**src/rtl/image_copy_dma_pkg.sv**
```systemverilog
`default_nettype none
// ============================================================================
// Module   : image_copy_dma_pkg
// Brief    : Shared FSM states, memory bank map and image constants for the
//            image copy DMA.
// Revision : 1.0 - initial release
// ============================================================================
package image_copy_dma_pkg;

    typedef enum logic [2:0] {
        ST_IDLE = 3'd0,
        ST_REQ  = 3'd1,
        ST_RD   = 3'd2,
        ST_WR   = 3'd3,
        ST_DONE = 3'd4
    } dma_state_t;

    // Bank select lives in address bits [18:16]
    localparam logic [2:0] c_BANK_GENERAL       = 3'b000;
    localparam logic [2:0] c_BANK_IN_IMG_FIRST  = 3'b001;
    localparam logic [2:0] c_BANK_IN_IMG_LAST   = 3'b011;
    localparam logic [2:0] c_BANK_OUT_IMG_FIRST = 3'b100;
    localparam logic [2:0] c_BANK_OUT_IMG_LAST  = 3'b110;
    localparam logic [2:0] c_BANK_PERIPH        = 3'b111;

    localparam int unsigned IMG_PIXELS = 160000;

    function automatic logic [31:0] elem_addr(input logic [31:0] base,
                                              input logic [31:0] idx);
        return base + idx;
    endfunction

endpackage
`default_nettype wire

```
**src/rtl/image_copy_dma_counter.sv**
```systemverilog
`default_nettype none
// ============================================================================
// Module   : dma_counter
// Brief    : Element index counter with load, increment and last-element flag.
// Revision : 1.0 - initial release
// ============================================================================
module dma_counter #(
    parameter int LEN_W = 18
) (
    input  logic             CLK,
    input  logic             RST,
    input  logic             i_load,
    input  logic [LEN_W-1:0] i_len,
    input  logic             i_inc,
    output logic [LEN_W-1:0] o_idx,
    output logic             o_term
);

    logic [LEN_W-1:0] r_idx;
    logic [LEN_W-1:0] r_len;
    logic [LEN_W:0]   w_idx_plus1;

    always_ff @(posedge CLK or negedge RST) begin
        if (!RST) begin
            r_idx <= '0;
            r_len <= '0;
        end else if (i_load) begin
            r_idx <= '0;
            r_len <= i_len;
        end else if (i_inc) begin
            r_idx <= r_idx + {{(LEN_W-1){1'b0}}, 1'b1};
        end
    end

    // Extra bit keeps idx+1 exact even when len spans the full field
    assign w_idx_plus1 = {1'b0, r_idx} + {{LEN_W{1'b0}}, 1'b1};
    assign o_term      = (w_idx_plus1 == {1'b0, r_len});
    assign o_idx       = r_idx;

endmodule
`default_nettype wire

```
**src/rtl/image_copy_dma.sv**
```systemverilog
`default_nettype none
// ============================================================================
// Module   : image_copy_dma
// Brief    : Byte-element memory-to-memory copy engine on the shared data bus.
// Revision : 1.0 - initial release
// ============================================================================
module image_copy_dma #(
    parameter int RD_LAT = 1,
    parameter int LEN_W  = 18
) (
    input  logic             CLK,
    input  logic             RST,
    input  logic             start_i,
    input  logic [31:0]      src_base_i,
    input  logic [31:0]      dst_base_i,
    input  logic [LEN_W-1:0] len_i,
    input  logic             gnt_i,
    input  logic [31:0]      data_i,
    output logic             req_o,
    output logic [31:0]      address_o,
    output logic [31:0]      data_o,
    output logic             wren_o,
    output logic             busy_o,
    output logic             done_o
);

    import image_copy_dma_pkg::*;

    localparam logic [2:0] c_LAT_LAST = 3'(RD_LAT - 1);

    dma_state_t       r_state;
    dma_state_t       w_state_nxt;
    logic [31:0]      r_src;
    logic [31:0]      r_dst;
    logic [7:0]       r_byte;
    logic [2:0]       r_lat_cnt;
    logic             w_load;
    logic             w_inc;
    logic             w_term;
    logic             w_lat_last;
    logic [LEN_W-1:0] w_idx;
    logic [31:0]      w_idx_ext;
    logic             w_unused;

    dma_counter #(
        .LEN_W (LEN_W)
    ) u_counter (
        .CLK    (CLK),
        .RST    (RST),
        .i_load (w_load),
        .i_len  (len_i),
        .i_inc  (w_inc),
        .o_idx  (w_idx),
        .o_term (w_term)
    );

    assign w_idx_ext  = 32'(w_idx);
    assign w_lat_last = (r_lat_cnt == c_LAT_LAST);
    assign w_unused   = &{1'b0, data_i[31:8]};

    always_ff @(posedge CLK or negedge RST) begin
        if (!RST) begin
            r_state   <= ST_IDLE;
            r_src     <= '0;
            r_dst     <= '0;
            r_byte    <= '0;
            r_lat_cnt <= '0;
        end else begin
            r_state <= w_state_nxt;
            if (w_load) begin
                r_src <= src_base_i;
                r_dst <= dst_base_i;
            end
            // Read address is held RD_LAT cycles; data is taken on the last edge
            if (r_state == ST_RD) begin
                r_lat_cnt <= w_lat_last ? 3'd0 : r_lat_cnt + 3'd1;
                if (w_lat_last) begin
                    r_byte <= data_i[7:0];
                end
            end else begin
                r_lat_cnt <= '0;
            end
        end
    end

    always_comb begin
        w_state_nxt = r_state;
        w_load      = 1'b0;
        w_inc       = 1'b0;
        req_o       = 1'b0;
        wren_o      = 1'b0;
        address_o   = '0;
        data_o      = '0;
        case (r_state)
            ST_IDLE: begin
                if (start_i) begin
                    w_load      = 1'b1;
                    w_state_nxt = (len_i == '0) ? ST_DONE : ST_REQ;
                end
            end
            ST_REQ: begin
                req_o = 1'b1;
                if (gnt_i) begin
                    w_state_nxt = ST_RD;
                end
            end
            ST_RD: begin
                req_o     = 1'b1;
                address_o = elem_addr(r_src, w_idx_ext);
                if (w_lat_last) begin
                    w_state_nxt = ST_WR;
                end
            end
            ST_WR: begin
                req_o     = 1'b1;
                wren_o    = 1'b1;
                address_o = elem_addr(r_dst, w_idx_ext);
                data_o    = {24'h0, r_byte};
                w_inc     = 1'b1;
                // Grant is only re-examined here, at the element boundary
                if (w_term) begin
                    w_state_nxt = ST_DONE;
                end else if (gnt_i) begin
                    w_state_nxt = ST_RD;
                end else begin
                    w_state_nxt = ST_REQ;
                end
            end
            ST_DONE: begin
                w_state_nxt = ST_IDLE;
            end
            default: begin
                w_state_nxt = ST_IDLE;
            end
        endcase
    end

    assign busy_o = (r_state != ST_IDLE);
    assign done_o = (r_state == ST_DONE);

endmodule
`default_nettype wire

```
**config.mk**
```make
export PLATFORM = sky130hd
export DESIGN_NAME = image_copy_dma
export DESIGN_NICKNAME = d
export VERILOG_FILES = /design/src/rtl/image_copy_dma_pkg.sv /design/src/rtl/image_copy_dma_counter.sv /design/src/rtl/image_copy_dma.sv
export SDC_FILE = /design/constraint.sdc
export NUM_CORES = 1
export LEC_CHECK = 0
export CORE_MARGIN = 2
export CORE_UTILIZATION = 45
export CTS_CLUSTER_SIZE = 12
export DETAILED_ROUTE_END_ITERATION = 7
export HOLD_SLACK_MARGIN = 0.12
export PLACE_DENSITY = 0.83
export SYNTH_ARGS = -nofsm -noshare
export SYNTH_HDL_FRONTEND = slang
export SYNTH_SLANG_ARGS = --single-unit
```
**constraint.sdc**
```tcl
create_clock -name CLK -period 3.8 [get_ports CLK]
set_input_delay 0.76 -clock CLK [delete_from_list [all_inputs] [get_ports CLK]]
set_output_delay 0.76 -clock CLK [all_outputs]
set_load 0.02 [all_outputs]
```
== Word-level counts from Yosys, hierarchy flattened ==
Index checks and enable logic that the tools add are counted.
W data, S select, Z words.
Word-level totals
  flip-flop bits (word level): 114
  input port bits: 118
  output and inout bits: 68
  logic and storage cells: 45
Cells by class
  eq/ne operators: 8
  add/subtract/negate cells: 5
  muxes and demuxes: 17
  reductions and logical operators: 8
Operator list (number)
  $add A32 B18 Y32: 2
  $pmux W32 S2: 1
  $mux W18: 2
  $mux W3: 7
  $add A18 B1 Y19 const B: 1
  $eq A19 B18 Y1: 1
  $add A18 B1 Y18 const B: 1
  $logic_not A18 Y1: 1
  $pmux W3 S4: 1
  $mux W8: 1
  $eq A3 B2 Y1 const B: 2
  $logic_not A3 Y1: 2
  $ne A2 B2 Y1 const B: 3
  $mux W1: 4
  $add A3 B1 Y3 const B: 1
  $eq A3 B1 Y1 const B: 1
  $eq A3 B3 Y1 const B: 1
  $reduce_and A3 Y1: 1
  $reduce_bool A3 Y1: 1
  $reduce_or A3 Y1: 1
  $mux W2: 1
  $reduce_and A2 Y1: 1
  $reduce_bool A2 Y1: 1

== Logic depth before layout (Yosys ltp) ==
  depth in word-level cells: 4
  mapped depth: 17
  gate-level depth less buffers: 12

== Modules after synthesis ==
From an unflattened synthesis, not the netlist that was laid out.
Second synthesis, totals
  cells, all modules: 771
  area total of the unflattened synthesis: 7430.9 um2
By module, submodules not included
  image_copy_dma: area each 5215.0 um2, cells an instance 546, instances 1, sequential area each 1951.9 um2
  dma_counter: area each 2215.9 um2, cells an instance 225, instances 1, sequential area each 900.9 um2

== Least setup slack after synthesis ==
OpenSTA, ideal clock, no wires.
  kind: reg2out
  from: reg r_state[1]
  to: out address_o[25]
  path buffers: 4
  setup slack: -742 ps
  data arrival time: 3782 ps
  cell stages (with the launch flop): 16
  cell sequence: dfrtp_1 > clkbuf_1 > nand3b_1 > inv_1 > buf_2 > clkbuf_1 > buf_1 > nand2_1 > nand2_1 > ha_1 > a21oi_1 > o2111ai_1 > o22ai_1 > o31ai_2 > a31oi_1 > a311oi_1
On the way
  cells in the longest elaborated chain, start to end: 2
  elaborated cells on any way between the ends: 3
  classes of those cells: 2 x eq/ne; 1 x mux
RTL lines
  start: declaration: RTL line image_copy_dma.sv:31  | dma_state_t r_state;
  start signal: assignment: RTL line image_copy_dma.sv:69  | r_state <= w_state_nxt;
  $eq A3 B2 Y1: RTL line image_copy_dma.sv:94  | case (r_state)
  $pmux W32 S2 (*): RTL line image_copy_dma.sv:94
  end: declaration: RTL line image_copy_dma.sv:20  | output logic [31:0] address_o,
Mark *: on every way between the ends. The rest lies on a longest branch, timed or not.

== Worst setup path after layout ==
  from: reg r_state[1]
  to: out address_o[29]
The elaborated chain is that of the path after synthesis.

==> results_dict.tcl <==
set metrics [dict create \
    coreArea_sq_mm 0.0163 \
    synthFlopType "dfrtp_1" \
    vias 7921 \
    outcome "finished with violations" \
    cp.arrival_ns 3.52 \
    ioPinCount 186 \
    cpPeakStageDelay_ns 0.38 \
    syn_to_final_growth_pct 53.5 \
    synth_simple_gate_area_share_pct 19.4 \
    critPathMostFrequentCell "buf_6" \
    synthDistinctLibCells 76 \
    setup_slack_ns -0.483 \
    fill_cells 1045 \
    clock_sinks 114 \
    critPathKind "register to output pin" \
    setup_viol 25 \
    synth-edff-count 0 \
    yosysWarnings 0 \
    synth_fa_ha_area_share_pct 3.97 \
    yosys_register_bits 114 \
    nNetsFinal 1163 \
    hold_class "primary input to asynchronous set/reset pin" \
    htreeDepth 4 \
    power_density_mw_per_mm2 861 \
    synth-xor-area-share_pct 3.77 \
    cp-end-kind "output pin" \
    postCtsHoldBufs 0 \
    syn_avg_cell_area_sq_um 9.48 \
    drt-wirelength-per-cell_um 23.2 \
    fmax_ghz 0.233 \
    cp_cell_sequence "nand3b_1 > buf_6 > buf_12 > inv_12 > buf_12 > nand2_1 > nand2_2 > ha_4 > nand2_1 > a21oi_2 > o22ai_4 > o31ai_4 > buf_6 > buf_6 > a31oi_4 > nor3b_2 > buf_4" \
    fin_area_sq_mm 0.0114 \
    ant_nets 0 \
    antenna_found_initial 2 \
    die_area_sq_mm 0.0176 \
    rsz0062_at_grt "true" \
    first_global_vias 7355 \
    maxCapViolCount 0 \
    crit_buf_inv 7 \
    multiInputGateArea_sq_mm 0.00520 \
    finalHoldViolCount 0 \
    synth-seq-area-share_pct 38.3 \
    crit_slowest_cell "dfrtp_1" \
    start_kind "register" \
    dieHeight_um 133 \
    port-buffer-count 137 \
    grt_max_degree 62 \
    period_share_pct 113 \
    violations "design-rule violations, negative setup slack" \
    critPathMaxFanout 6 \
    finalClockSkew_ns 0.0168 \
    synth_top_family_by_area "simple AND/OR/NAND/NOR gates" \
    cts_tree "done" \
    final_layout_size_suffix_gt1_share_pct 40.1 \
    gp_congestion 0.933 \
    slew_viol_final 0 \
    numCtsBuffers 17 \
    worst_slew_pin_slew_ns 0.981 \
    synthesis.area_sq_mm 0.00744 \
    finalCriticalPeriod_ns 4.28 \
    grt_pass1_wl_um 39700 \
    seq_area_sq_mm 0.00285 \
    peakVddDrop_mv 0.414 \
    firstDrtPassIters 8 \
    placedInstanceArea_sq_mm 0.00966 \
    hpwl_um 15400 \
    routed_via_density 6.31 \
    wl_um 29200 \
    clock_path_buffers 2 \
    clock_latency_ns 0.44 \
    root_buffer "clkbuf_16" \
    layout.cells.non_filler 1256 \
    dp.cells 1188 \
    cp.required_ns 3.04 \
    slew_headroom_pct 34.4 \
    postSynthCellCount 785 \
    chipWidth_um 133 \
    first_iter_violations 1317 \
    cp_top_family "buffers and inverters" \
    globalRouteTotalUtil_pct 28.6 \
    clk_pin_slew_ns 0.05 \
    initial_core_util_pct 45.5 \
    drc_errors 6 \
    grt.overflow.total 0 \
    core.rowCount 47 \
    leakagePower_nw 4.91 \
    async_flop_share_pct 100 \
    muxShareOfSynthArea_pct 15.7 \
    synth_compound_area_share_pct 13.4 \
]
cell usage after synthesis, drive strengths merged, types with 5 or more instances:
library cell | instances | share of area (%)
a31oi | 9 | 0.76
buf | 44 | 3.9
xnor2 | 18 | 2.1
inv | 10 | 0.50
clkbuf | 21 | 1.1
nor3b | 6 | 0.61
xor2 | 14 | 1.6
o31ai | 5 | 0.57
nor4 | 11 | 1.4
o21ai | 44 | 3.0
nand3 | 32 | 2.2
nor3 | 19 | 1.4
a21oi | 32 | 2.2
or3 | 6 | 0.59
ha | 22 | 3.7
mux2i | 14 | 1.9
and2 | 17 | 1.4
a21o | 12 | 1.2
dfrtp | 114 | 38
nand2 | 118 | 6.0
nor2 | 43 | 2.2
nand4 | 10 | 1.1
o41ai | 5 | 0.59
mux2 | 91 | 14
and4 | 5 | 0.59
report_power, final:
| part | internal (W) | switching (W) | total (W) | leakage (nW) |
|---|---|---|---|---|
| registers | 0.00173 | 0.000468 | 0.00220 | 1.40 |
| clock network | 0.00110 | 0.000611 | 0.00172 | 0.299 |
| logic | 0.00272 | 0.00320 | 0.00592 | 3.21 |
metal layers:
metal,global-route usage [%],share of wire (%)
met5,0,0
met1,35.3,35
met3,6.05,11
met2,47.2,46
met4,15.4,7.6
state kept, by name (all words and copies together), names as in the netlist:
| register | flops |
|---|---|
| r_byte | 8 |
| r_dst | 32 |
| r_lat_cnt | 3 |
| r_src | 32 |
| r_state | 3 |
| u_counter.o_idx | 18 |
| u_counter.r_len | 18 |
metrics by stage:
| step | util (%) | hold WS [ns] | power (W) | setup TNS (ns) | setup slack (ns) |
|---|---|---|---|---|---|
| 2_1_floorplan | - | 0.443 | 0.00498 | -0.139 | -0.0916 |
| 3_3_place_gp | 59.1 | 0.463 | 0.00648 | -7.23 | -0.408 |
| 3_5_place_dp | 59.1 | 0.478 | 0.00664 | -8.65 | -0.467 |
| 4_1_cts | 66.6 | 0.436 | 0.00881 | -3.47 | -0.294 |
| 5_1_grt | 69.9 | 0.472 | 0.0102 | -10.43 | -0.561 |
| 6_report | 69.9 | 0.408 | 0.00984 | -8.30 | -0.483 |
cell families (layout without fill, tap and decap cells):
family / Yosys count / in the layout
xor+xnor: 32 / 32
buf+inv: 75 / 301
other cells: 1 / 26
mux: 105 / 105
fa+ha+maj: 23 / 23
simple gates: 288 / 288
flops: 114 / 114
compound gates: 147 / 147
final cells by class:
type	instances	share of cell area, %
timing repair buffer	259	21.1
tap	220	2.41
timing repair inverter	1	0.142
antenna	2	0.0438
inverter	10	0.438
sequential	114	25.0
clock inverter	11	1.41
multi-input combinational	619	45.5
clock buffer	20	3.91
worst paths after layout:
kind / startpoint / cells after the start / slack (ns) / end
setup / recovery: r_state[1] / 17 / -0.48 / address_o[29]
hold / removal: RST / 1 / 0.41 / r_src[28]
setup reg to reg: u_counter.o_idx[1] / 8 / 0.96 / r_state[2]
hold reg to reg: r_lat_cnt[0] / 1 / 0.49 / r_lat_cnt[0]
max in group asynchronous: RST / 2 / 2.48 / r_src[4]
min in group CLK: r_lat_cnt[0] / 1 / 0.49 / r_lat_cnt[0]
worst register-to-register path: cells and delay by family (launching register included):
kind | cells | cell delay [ns]
simple gates | 3 | 1.08
fa+ha+maj | 1 | 0.32
buf+inv | 1 | 0.18
flops | 1 | 0.40
compound gates | 2 | 0.61
xor+xnor | 1 | 0.20
cells in the final DEF (no fill, tap or decap), types with 5 or more instances in the layout:
cell and instances:
a21o_1 12, a21oi_1 11, a21oi_2 10, a21oi_4 11
a31oi_1 6, and2_1 14, buf_12 5, buf_4 112
buf_6 29, clkbuf_16 17, clkdlybuf4s50_1 105, clkinv_2 5
conb_1 24, dfrtp_1 114, ha_4 17, inv_1 9
mux2_2 90, mux2i_1 10, nand2_1 88, nand2_2 19
nand2_4 11, nand3_1 27, nand4_1 8, nor2_1 40
nor3_1 10, nor3_2 5, nor3b_2 5, nor4_1 8
o21ai_0 33, o21ai_1 6, xnor2_1 17, xor2_1 14
repair_timing:
item,CTS,global route
cloned,2,0
pin swaps,59,61
setup buffers,17,19
resized for setup,245,90
endpoints found under the setup margin,30,29
(Power assumes the default switching activity.)
